[src/rtl/master_control_pkg.sv]
// master_control_pkg: definitions shared by the chip2chip master and slave.
// Holds the FSM state encoding, the link data width and the default timing constants,
// so both boards agree on the handshake timing.
package master_control_pkg;

    localparam int unsigned DATA_W                 = 3;
    localparam int unsigned DEFAULT_DELAY_CYCLES   = 100_000_000; // 1 s at 100 MHz
    localparam int unsigned DEFAULT_VALID_CYCLES   = 4;
    localparam int unsigned DEFAULT_TIMEOUT_CYCLES = 300_000_000; // 3 s at 100 MHz

    typedef enum logic [1:0] {
        StIdle    = 2'b00,
        StWaitAck = 2'b01,
        StDelay   = 2'b10,
        StSend    = 2'b11
    } state_e;

    // Timer width that can count up to (largest cycle count - 1), at least 1 bit.
    function automatic int unsigned timer_width(input int unsigned a, input int unsigned b,
                                                input int unsigned c);
        int unsigned m;
        m = a;
        if (b > m) m = b;
        if (c > m) m = c;
        return (m > 1) ? $clog2(m) : 1;
    endfunction

endpackage

[src/rtl/master_control_if.sv]
// master_control_if: chip2chip master-side signal bundle.
// Signals:
//   send, data_sw  - from the debounce/one-pulse front end
//   ack            - from the slave receiver
//   request, valid, data_out - to the slave receiver
//   notice, busy, timeout    - status to LEDs / local logic
// Modports: master (the control FSM), slave (the remote receiver side).
interface master_control_if;
    import master_control_pkg::*;

    logic              send;
    logic [DATA_W-1:0] data_sw;
    logic              ack;
    logic              request;
    logic              valid;
    logic [DATA_W-1:0] data_out;
    logic              notice;
    logic              busy;
    logic              timeout;

    modport master (
        input  send, data_sw, ack,
        output request, valid, data_out, notice, busy, timeout
    );

    modport slave (
        input  request, valid, data_out,
        output ack
    );

endinterface

[src/rtl/master_timer.sv]
// master_timer: saturating up-counter for the master control FSM.
// Ports:
//   clk, rst  - clock, synchronous active-high reset
//   start     - clears the count to 0 (counting resumes on the following cycles)
//   terminal  - count value at which done is raised
//   count     - current count; sticks at all-ones instead of wrapping
//   done      - high while count equals terminal
module master_timer #(
    parameter int unsigned WIDTH = 8
) (
    input  logic             clk,
    input  logic             rst,
    input  logic             start,
    input  logic [WIDTH-1:0] terminal,
    output logic [WIDTH-1:0] count,
    output logic             done
);

    logic [WIDTH-1:0] count_q;

    always_ff @(posedge clk) begin
        if (rst || start) begin
            count_q <= '0;
        end else if (count_q != '1) begin
            count_q <= count_q + 1'b1;
        end
    end

    assign count = count_q;
    assign done  = (count_q == terminal);

endmodule

[src/rtl/master_control.sv]
// master_control: master-side control FSM of the chip2chip link.
// On an accepted send pulse it captures data_sw, raises request until the slave acks,
// lights notice for DELAY_CYCLES, then presents the captured data with valid for
// VALID_CYCLES. Without an ack within TIMEOUT_CYCLES it aborts and sets sticky timeout.
// Ports:
//   clk  - system clock
//   rst  - synchronous active-high reset
//   bus  - master_control_if.master (send, data_sw, ack in; request, valid, data_out,
//          notice, busy, timeout out). All outputs are registered.
// Build option: define ACK_SYNC_EN to pass ack through a 2-flop synchronizer
// (adds 2 cycles of ack-to-DELAY latency); otherwise both boards must share clk.
module master_control
    import master_control_pkg::*;
#(
    parameter int unsigned DELAY_CYCLES   = DEFAULT_DELAY_CYCLES,
    parameter int unsigned VALID_CYCLES   = DEFAULT_VALID_CYCLES,
    parameter int unsigned TIMEOUT_CYCLES = DEFAULT_TIMEOUT_CYCLES
) (
    input logic              clk,
    input logic              rst,
    master_control_if.master bus
);

    localparam int unsigned TW = timer_width(DELAY_CYCLES, VALID_CYCLES, TIMEOUT_CYCLES);

    // The timer counts from 0, so a window of N cycles ends when count reaches N-1.
    localparam logic [TW-1:0] LAST_WAIT  = TW'(TIMEOUT_CYCLES - 1);
    localparam logic [TW-1:0] LAST_DELAY = TW'(DELAY_CYCLES - 1);
    localparam logic [TW-1:0] LAST_VALID = TW'(VALID_CYCLES - 1);

    state_e            state_q, state_d;
    logic [DATA_W-1:0] data_lat_q, data_lat_d;
    logic              timeout_q, timeout_d;
    logic              request_q, request_d;
    logic              valid_q, valid_d;
    logic              notice_q, notice_d;
    logic              busy_q, busy_d;
    logic [DATA_W-1:0] data_out_q, data_out_d;

    logic              ack_fsm;
    logic              timer_start;
    logic              timer_done;
    logic [TW-1:0]     timer_terminal;
    logic [TW-1:0]     timer_count;

`ifdef ACK_SYNC_EN
    logic [1:0] ack_sync_q;

    always_ff @(posedge clk) begin
        if (rst) begin
            ack_sync_q <= 2'b00;
        end else begin
            ack_sync_q <= {ack_sync_q[0], bus.ack};
        end
    end

    assign ack_fsm = ack_sync_q[1];
`else
    assign ack_fsm = bus.ack;
`endif

    master_timer #(
        .WIDTH (TW)
    ) u_timer (
        .clk      (clk),
        .rst      (rst),
        .start    (timer_start),
        .terminal (timer_terminal),
        .count    (timer_count),
        .done     (timer_done)
    );

    // Terminal value for the window owned by the current state.
    always_comb begin
        timer_terminal = '1;
        unique case (state_q)
            StWaitAck: timer_terminal = LAST_WAIT;
            StDelay:   timer_terminal = LAST_DELAY;
            StSend:    timer_terminal = LAST_VALID;
            default:   timer_terminal = '1;
        endcase
    end

    always_comb begin
        state_d     = state_q;
        data_lat_d  = data_lat_q;
        timeout_d   = timeout_q;
        timer_start = 1'b0;

        unique case (state_q)
            StIdle: begin
                if (bus.send) begin
                    state_d     = StWaitAck;
                    data_lat_d  = bus.data_sw;
                    timeout_d   = 1'b0;
                    timer_start = 1'b1;
                end
            end
            StWaitAck: begin
                // ack takes priority over a timeout expiring on the same cycle.
                if (ack_fsm) begin
                    state_d     = StDelay;
                    timer_start = 1'b1;
                end else if (timer_done) begin
                    state_d   = StIdle;
                    timeout_d = 1'b1;
                end
            end
            StDelay: begin
                if (timer_done) begin
                    state_d     = StSend;
                    timer_start = 1'b1;
                end
            end
            StSend: begin
                if (timer_done) begin
                    state_d = StIdle;
                end
            end
            default: state_d = StIdle;
        endcase

        // Outputs are decoded from the next state so they register on the transition edge.
        request_d  = (state_d == StWaitAck);
        notice_d   = (state_d == StDelay);
        valid_d    = (state_d == StSend);
        busy_d     = (state_d != StIdle);
        data_out_d = (state_d == StSend) ? data_lat_d : '0;
    end

    always_ff @(posedge clk) begin
        if (rst) begin
            state_q    <= StIdle;
            data_lat_q <= '0;
            timeout_q  <= 1'b0;
            request_q  <= 1'b0;
            valid_q    <= 1'b0;
            notice_q   <= 1'b0;
            busy_q     <= 1'b0;
            data_out_q <= '0;
        end else begin
            state_q    <= state_d;
            data_lat_q <= data_lat_d;
            timeout_q  <= timeout_d;
            request_q  <= request_d;
            valid_q    <= valid_d;
            notice_q   <= notice_d;
            busy_q     <= busy_d;
            data_out_q <= data_out_d;
        end
    end

    assign bus.request  = request_q;
    assign bus.valid    = valid_q;
    assign bus.notice   = notice_q;
    assign bus.busy     = busy_q;
    assign bus.timeout  = timeout_q;
    assign bus.data_out = data_out_q;

endmodule

[src/flat_wrapper.sv]
// flat-port wrapper written by rule: the top's interface ports become plain ports
module master_control_flat import master_control_pkg::*;
#(
    parameter int unsigned DELAY_CYCLES   = DEFAULT_DELAY_CYCLES,
    parameter int unsigned VALID_CYCLES   = DEFAULT_VALID_CYCLES,
    parameter int unsigned TIMEOUT_CYCLES = DEFAULT_TIMEOUT_CYCLES
)
  (clk, rst, bus_send, bus_data_sw, bus_ack, bus_request, bus_valid, bus_data_out, bus_notice, bus_busy, bus_timeout);
  master_control_if bus_i ();
  input logic clk;
  input logic rst;
  input wire logic [$bits(bus_i.send)-1:0] bus_send;
  input wire logic [$bits(bus_i.data_sw)-1:0] bus_data_sw;
  input wire logic [$bits(bus_i.ack)-1:0] bus_ack;
  output wire logic [$bits(bus_i.request)-1:0] bus_request;
  output wire logic [$bits(bus_i.valid)-1:0] bus_valid;
  output wire logic [$bits(bus_i.data_out)-1:0] bus_data_out;
  output wire logic [$bits(bus_i.notice)-1:0] bus_notice;
  output wire logic [$bits(bus_i.busy)-1:0] bus_busy;
  output wire logic [$bits(bus_i.timeout)-1:0] bus_timeout;
  assign bus_i.send = bus_send;
  assign bus_i.data_sw = bus_data_sw;
  assign bus_i.ack = bus_ack;
  assign bus_request = bus_i.request;
  assign bus_valid = bus_i.valid;
  assign bus_data_out = bus_i.data_out;
  assign bus_notice = bus_i.notice;
  assign bus_busy = bus_i.busy;
  assign bus_timeout = bus_i.timeout;
  master_control #(.DELAY_CYCLES(DELAY_CYCLES), .VALID_CYCLES(VALID_CYCLES), .TIMEOUT_CYCLES(TIMEOUT_CYCLES)) u_core (.clk(clk), .rst(rst), .bus(bus_i));
endmodule
[config.mk]
export PLATFORM = sky130hd
export DESIGN_NAME = master_control_flat
export DESIGN_NICKNAME = d
export VERILOG_FILES = /design/src/rtl/master_control_pkg.sv /design/src/rtl/master_control_if.sv /design/src/rtl/master_timer.sv /design/src/rtl/master_control.sv /design/src/flat_wrapper.sv
export SDC_FILE = /design/constraint.sdc
export NUM_CORES = 1
export LEC_CHECK = 0
export ABC_CLOCK_PERIOD_IN_PS = 3600
export CORE_MARGIN = 10
export CORE_UTILIZATION = 60
export CTS_BUF_LIST = sky130_fd_sc_hd__clkbuf_2 sky130_fd_sc_hd__clkbuf_4 sky130_fd_sc_hd__clkbuf_8
export CTS_CLUSTER_DIAMETER = 40
export DETAILED_ROUTE_END_ITERATION = 10
export GPL_TIMING_DRIVEN = 1
export PLACE_DENSITY = 0.88
export SLEW_MARGIN = 30
export SYNTH_ARGS = -nofsm -noshare
export SYNTH_HDL_FRONTEND = slang
export SYNTH_SLANG_ARGS = --single-unit
[constraint.sdc]
create_clock -name clk -period 3.6 [get_ports clk]
set_input_delay 0.36 -clock clk [delete_from_list [all_inputs] [get_ports clk]]
set_output_delay 0.36 -clock clk [all_outputs]
set_load 0.02 [all_outputs]
* After elaboration in Yosys (flattened, before gate mapping)
Cells that the tools add are included.
** Operators by class
- Add/sub/neg operators :: 1
- Multipliers :: 0
- Div/mod/pow operators :: 0
- Magnitude comparators :: 0
- Equal/unequal tests :: 11
- Shifts and indexed selects :: 0
- Muxes and demuxes :: 16
- Bitwise logic cells :: 1
- Reductions and logical operators :: 6
** Operators with widths (count)
- $pmux W29 S3 :: 1
- $add A29 B1 Y29 const B :: 1
- $eq A29 B29 Y1 :: 1
- $ne A29 B29 Y1 const B :: 1
- $eq A2 B2 Y1 const B :: 4
- $mux W2 :: 4
- $pmux W2 S4 :: 1
- $mux W1 :: 6
- $mux W3 :: 2
- $eq A2 B1 Y1 const B :: 2
- $ne A2 B2 Y1 const B :: 2
- $reduce_and A4 Y1 :: 1
- $reduce_bool A2 Y1 :: 2
- $pmux W1 S3 :: 1
- $logic_not A2 Y1 :: 1
- $ne A2 B1 Y1 const B :: 1
- $pmux W1 S2 :: 1
- $reduce_or A2 Y1 :: 1
- $logic_or A1 B1 Y1 :: 1
- $not A1 Y1 :: 1
** Word-level totals
- Bits in registers :: 42
- Latch bits :: 0
- RAM bits :: 0
- Memory bits (read-only) :: 0
- Input bits :: 7
- Output and inout port bits :: 8
- Logic and storage cells :: 44
- Memories :: 0

* Depth between registers and ports, before layout
- Word-level depth :: 9
- Mapped depth :: 10
- Depth with buffers taken out :: 7

* By module
A second synthesis with hierarchy kept.
** Unflattened totals
- Cells, all modules :: 279
- Area, all modules :: 2371.0 µm²
** By module, submodules not included
- master_timer :: times used 1, cells each 225, area an instance 1863.0 µm², sequential area each 580.6 µm²
- master_control :: times used 1, cells each 54, area an instance 508.0 µm², sequential area each 260.2 µm²

* Worst setup path before layout
OpenSTA, ideal clock, no wires.
- Kind :: register to register
- Start point :: reg u_core.u_timer.count_q[20] (netlist: u_core.u_timer.count[20])
- End point :: reg u_core.u_timer.count_q[9] (netlist: u_core.u_timer.count[9])
- Library setup time :: 0.115 ns
- Data arrival time :: 1.970 ns
- Data required time :: 3.485 ns
- Path slack :: 1.515 ns
- Cell stages (with the launch flop) :: 9
- Buffers on the path :: 2
- Period minus slack after synthesis :: 2.085 ns
- Cells stage by stage :: dfxtp_1 -> or4b_1 -> nand2_1 -> o2111ai_1 -> a2111oi_4 -> a211o_1 -> buf_4 -> buf_4 -> nor2_1
** On the way
- Longest elaborated chain between the ends :: 4
- Elaborated cells between the ends (all ways) :: 5
- Classes of those cells :: 2 x eq/ne; 2 x mux; 1 x reduce/logical
** RTL lines
- from (decl) :: line master_timer.sv:19 : logic [WIDTH-1:0] count_q;
- from (signal assigned) :: line master_timer.sv:25 : count_q <= count_q + 1'b1;
- $eq A29 B29 Y1 :: line master_timer.sv:30 : assign done = (count_q == terminal);
- $mux W1 :: line master_control.sv:110 : if (timer_done) begin
- $pmux W1 S3 :: line master_control.sv:90 : unique case (state_q)
- $logic_or A1 B1 Y1 :: line master_timer.sv:22 : if (rst || start) begin
Several ways; a longest one is shown, not always the timed one.
A chain may end at the register's enable or synchronous reset.

* Worst setup path after layout
- Start point :: reg u_core.state_q[0]
- End point :: reg u_core.u_timer.count_q[8] (netlist: u_core.u_timer.count[8])
** On the way
- Longest elaborated chain between the ends :: 6
- Elaborated cells between the ends (all ways) :: 9
- Classes of those cells :: 4 x eq/ne; 3 x mux; 2 x reduce/logical
** RTL lines
- from (decl) :: line master_control.sv:31 : state_e state_q, state_d;
- from (signal assigned) :: line master_control.sv:133 : state_q <= StIdle;
- from (signal assigned) :: line master_control.sv:142 : state_q <= state_d;
- $eq A2 B2 Y1, or another cell as far along :: line master_control.sv:76 : unique case (state_q)
- $pmux W29 S3 :: line master_control.sv:76
- $eq A29 B29 Y1 :: line master_timer.sv:30
- $mux W1 :: line master_control.sv:110
- $pmux W1 S3 * :: line master_control.sv:90
- $logic_or A1 B1 Y1 * :: line master_timer.sv:22
Mark *: on every way between the ends. The rest lies on a longest branch, timed or not.

==> results.sh <==
export IMPL_cpMaxStageDelayCell="dfxtp_1"
export IMPL_async_flop_share=0
export IMPL_cap_viol_max_count=0
export IMPL_hold_class="reg2reg"
export IMPL_drc=0
export IMPL_gp_congestion=0.8452
export IMPL_busiest_layer="met2"
export IMPL_n_antenna_cell=0
export IMPL_die_area_um2=6254
export IMPL_syn_inst=245
export IMPL_area_growth_pct=10.63
export IMPL_crit_arrival_ns=3.16
export IMPL_timing_slew_headroom=0.5844
export IMPL_io_pins=15
export IMPL_met2_usage=0.2080
export IMPL_vias_per_cell=5.917
export IMPL_synth_top_family_by_area="simple AND/OR/NAND/NOR gates"
export IMPL_critPathTopFamily="compound AO/OA/AOI/OAI gates"
export IMPL_core_um2=3363
export IMPL_crit_type="reg2reg"
export IMPL_cts_sinks=42
export IMPL_startpoint_type="flop"
export IMPL_final_max_slew_viol_count=0
export IMPL_ir_worst_vdd_uv=307.3
export IMPL_start_util=0.6228
export IMPL_rows=21
export IMPL_cts_resized=0
export IMPL_vias=1787
export IMPL_synthTopCellsByArea="dfxtp_1 40%, nor2_1 7.7%, xnor2_1 6.3%"
export IMPL_path_clk_slew_ns=0.13
export IMPL_ys_types=47
export IMPL_worst_slack_ns=0.6837
export IMPL_worst_pin_slew_ns=0.6226
export IMPL_p_leak_uw=0.0007585
export IMPL_synthSimpleGateAreaFrac=0.3178
export IMPL_synth_xor_area_frac=0.1087
export IMPL_path_depth=7
export IMPL_cp_end_kind="flop"
export IMPL_cpPeakStageDelay_ns=0.74
export IMPL_finClkSkew_ns=0.01465
export IMPL_critPathBufInv=1
export IMPL_crit_path_max_fanout=20
export IMPL_postCtsHoldBufs=0
export IMPL_grt_setup_unrepaired="no"
export IMPL_hold_ws_ns=0.5122
export IMPL_dp_hpwl_um=3068
export IMPL_grt_pass1_wl_um=7134
export IMPL_nets=263
export IMPL_dp_cells=294
export IMPL_final_core_util=0.6890
export IMPL_cts_tree="yes"
export IMPL_synth_avg_cell_area_um2=8.549
export IMPL_root_buffer="clkbuf_4"
export IMPL_synth_most_common_cell="nor2_1"
export IMPL_path_cells="or4b_1 -> nand2_1 -> o2111ai_1 -> a2111oi_4 -> a211o_1 -> buf_4 -> nor3_1"
export IMPL_final_layout_size_suffix_gt1_frac=0.04688
export IMPL_met3_usage=0.03829
export IMPL_fin_crit_sh=0.8101
export IMPL_cts_max_level=2
export IMPL_period_needed_ns=2.916
export IMPL_synth_area_um2=2095
export IMPL_synth_fa_ha_area_frac=0.005974
export IMPL_dp_slack_ns=0.7404
export IMPL_die_w_um=79.09
export IMPL_first_iter_violations=178
export IMPL_fmax_mhz=342.9
export IMPL_setup_viol=0
export IMPL_seq_area_frac_synth=0.4014
export IMPL_synth_seq_cells=42
export IMPL_io_buffer_count=14
export IMPL_synth_compound_area_share=0.1010
export IMPL_cts_setup_buffers=0
export IMPL_grt_overflow=0
export IMPL_die_h_um=79.09
export IMPL_cts_buffer_depth=2
export IMPL_clk_latency_ns=0.37
export IMPL_status="completed"
export IMPL_hold_viol=0
export IMPL_numCtsBuffers=5
export IMPL_synth_commonest_cells="43 x nor2_1, 42 x dfxtp_1, 15 x xnor2_1, 11 x nand2_1, 11 x xor2_1"
export IMPL_synth_top_flop_cell="dfxtp_1"
export IMPL_synthMuxAreaShare=0.02389
export IMPL_reg2reg_depth=7
export IMPL_synth_nets=253
export IMPL_cp_data_required_time_ns=3.84
export IMPL_dr_pass1_iters=5
export IMPL_yosysTopAreaCell="dfxtp_1"
export IMPL_tns_ns=0
export IMPL_wl_per_cell_um=14.11
export IMPL_final_cells=302
export IMPL_grt_util_all_layers=0.1376
export IMPL_use_met1=0.1721
export IMPL_wl_um=4262
export IMPL_whs_path_depth=2
export IMPL_postRouteAntennaNets=0
export IMPL_antenna_found_initial=0
export IMPL_grt_pass1_vias=1585
export IMPL_synthDominantCellAreaShare=0.4014
export IMPL_cellPowerDensity_nw_per_um2=387.1
export IMPL_synth_warnings=0
export IMPL_synth_edf_count=0
export IMPL_grt_max_degree=21
==> cells by family (layout without fill, tap and decap cells) <==
kind of cell | after synthesis | in the layout
and+or+nand+nor | 123 | 123
DFF | 42 | 42
AOI/OAI and AO/OA | 29 | 29
xor gates and xnor gates | 26 | 26
buffers and inverters | 19 | 30
muxes | 5 | 5
adders and majority gates | 1 | 1
==> state kept, by name, indices dropped and copies added (netlist names) <==
signal                count
u_core.bus.busy           1
u_core.bus.data_out       3
u_core.bus.notice         1
u_core.bus.request        1
u_core.bus.timeout        1
u_core.bus.valid          1
u_core.data_lat_q         3
u_core.state_q            2
u_core.u_timer.count     29
==> layer usage <==
metal,share of wire,vias up
li1,-,895
met1,0.48,829
met2,0.44,51
met3,0.054,12
met4,0.025,0
met5,0,-
==> worst paths after layout <==
check	from	to	slack [ns]
worst max-delay path	u_core.state_q[0]$_SDFF_PP0_	u_core.u_timer.count[8]$_SDFFE_PP0P_	0.68
worst min-delay path	u_core.data_lat_q[1]$_SDFF_PP0_	u_core.data_lat_q[1]$_SDFF_PP0_	0.51
worst max register to register	u_core.state_q[0]$_SDFF_PP0_	u_core.u_timer.count[8]$_SDFFE_PP0P_	0.68
worst min register to register	u_core.data_lat_q[1]$_SDFF_PP0_	u_core.data_lat_q[1]$_SDFF_PP0_	0.51
==> area by class of cell <==
class                           instances  area (um^2)
Clock buffer                            5        37.54
Sequential cell                        42        840.8
Fill cell                             286         1046
Timing Repair Buffer                   15        147.6
Tap cell                               46        57.56
Multi-Input combinational cell        184         1167
Clock inverter                          3        40.04
Inverter                                7        26.28
==> worst reg2reg max path, cell delays in order, from the launching register on <==
cell	delay [ns]
dfxtp_1	0.74
or4b_1	0.49
nand2_1	0.08
o2111ai_1	0.17
a2111oi_4	0.46
a211o_1	0.48
buf_4	0.30
nor3_1	0.08
==> cell usage in the layout, fill, tap and decap left out, types with 4 or more instances in the layout <==
cell type / instances
nand4_1: 7
nand2b_1: 4
and4_1: 9
dfxtp_1: 42
mux2i_1: 5
nor3_1: 8
nand2_1: 11
inv_1: 7
clkdlybuf4s50_1: 14
xor2_1: 11
nor4_1: 7
nand3_1: 10
o21ai_0: 5
a21oi_1: 7
xnor2_1: 15
clkbuf_4: 5
and3_1: 6
nor2_1: 43
==> metrics by stage <==
stage          area, um^2  total power, uW
2_1_floorplan        2095            578.4
3_3_place_gp         2240            604.0
3_5_place_dp         2240            606.9
4_1_cts              2317            902.4
5_1_grt              2317            924.5
6_report             2317            897.0
==> report_power, final <==
part	switching, uW	internal (uW)	leakage (uW)	total [uW]
registers	19.6	478	0.000340	498
logic	54.2	44.8	0.000373	99.0
clock network	156	144	0.0000450	300
Note: power is estimated with default switching activity, not from simulation.
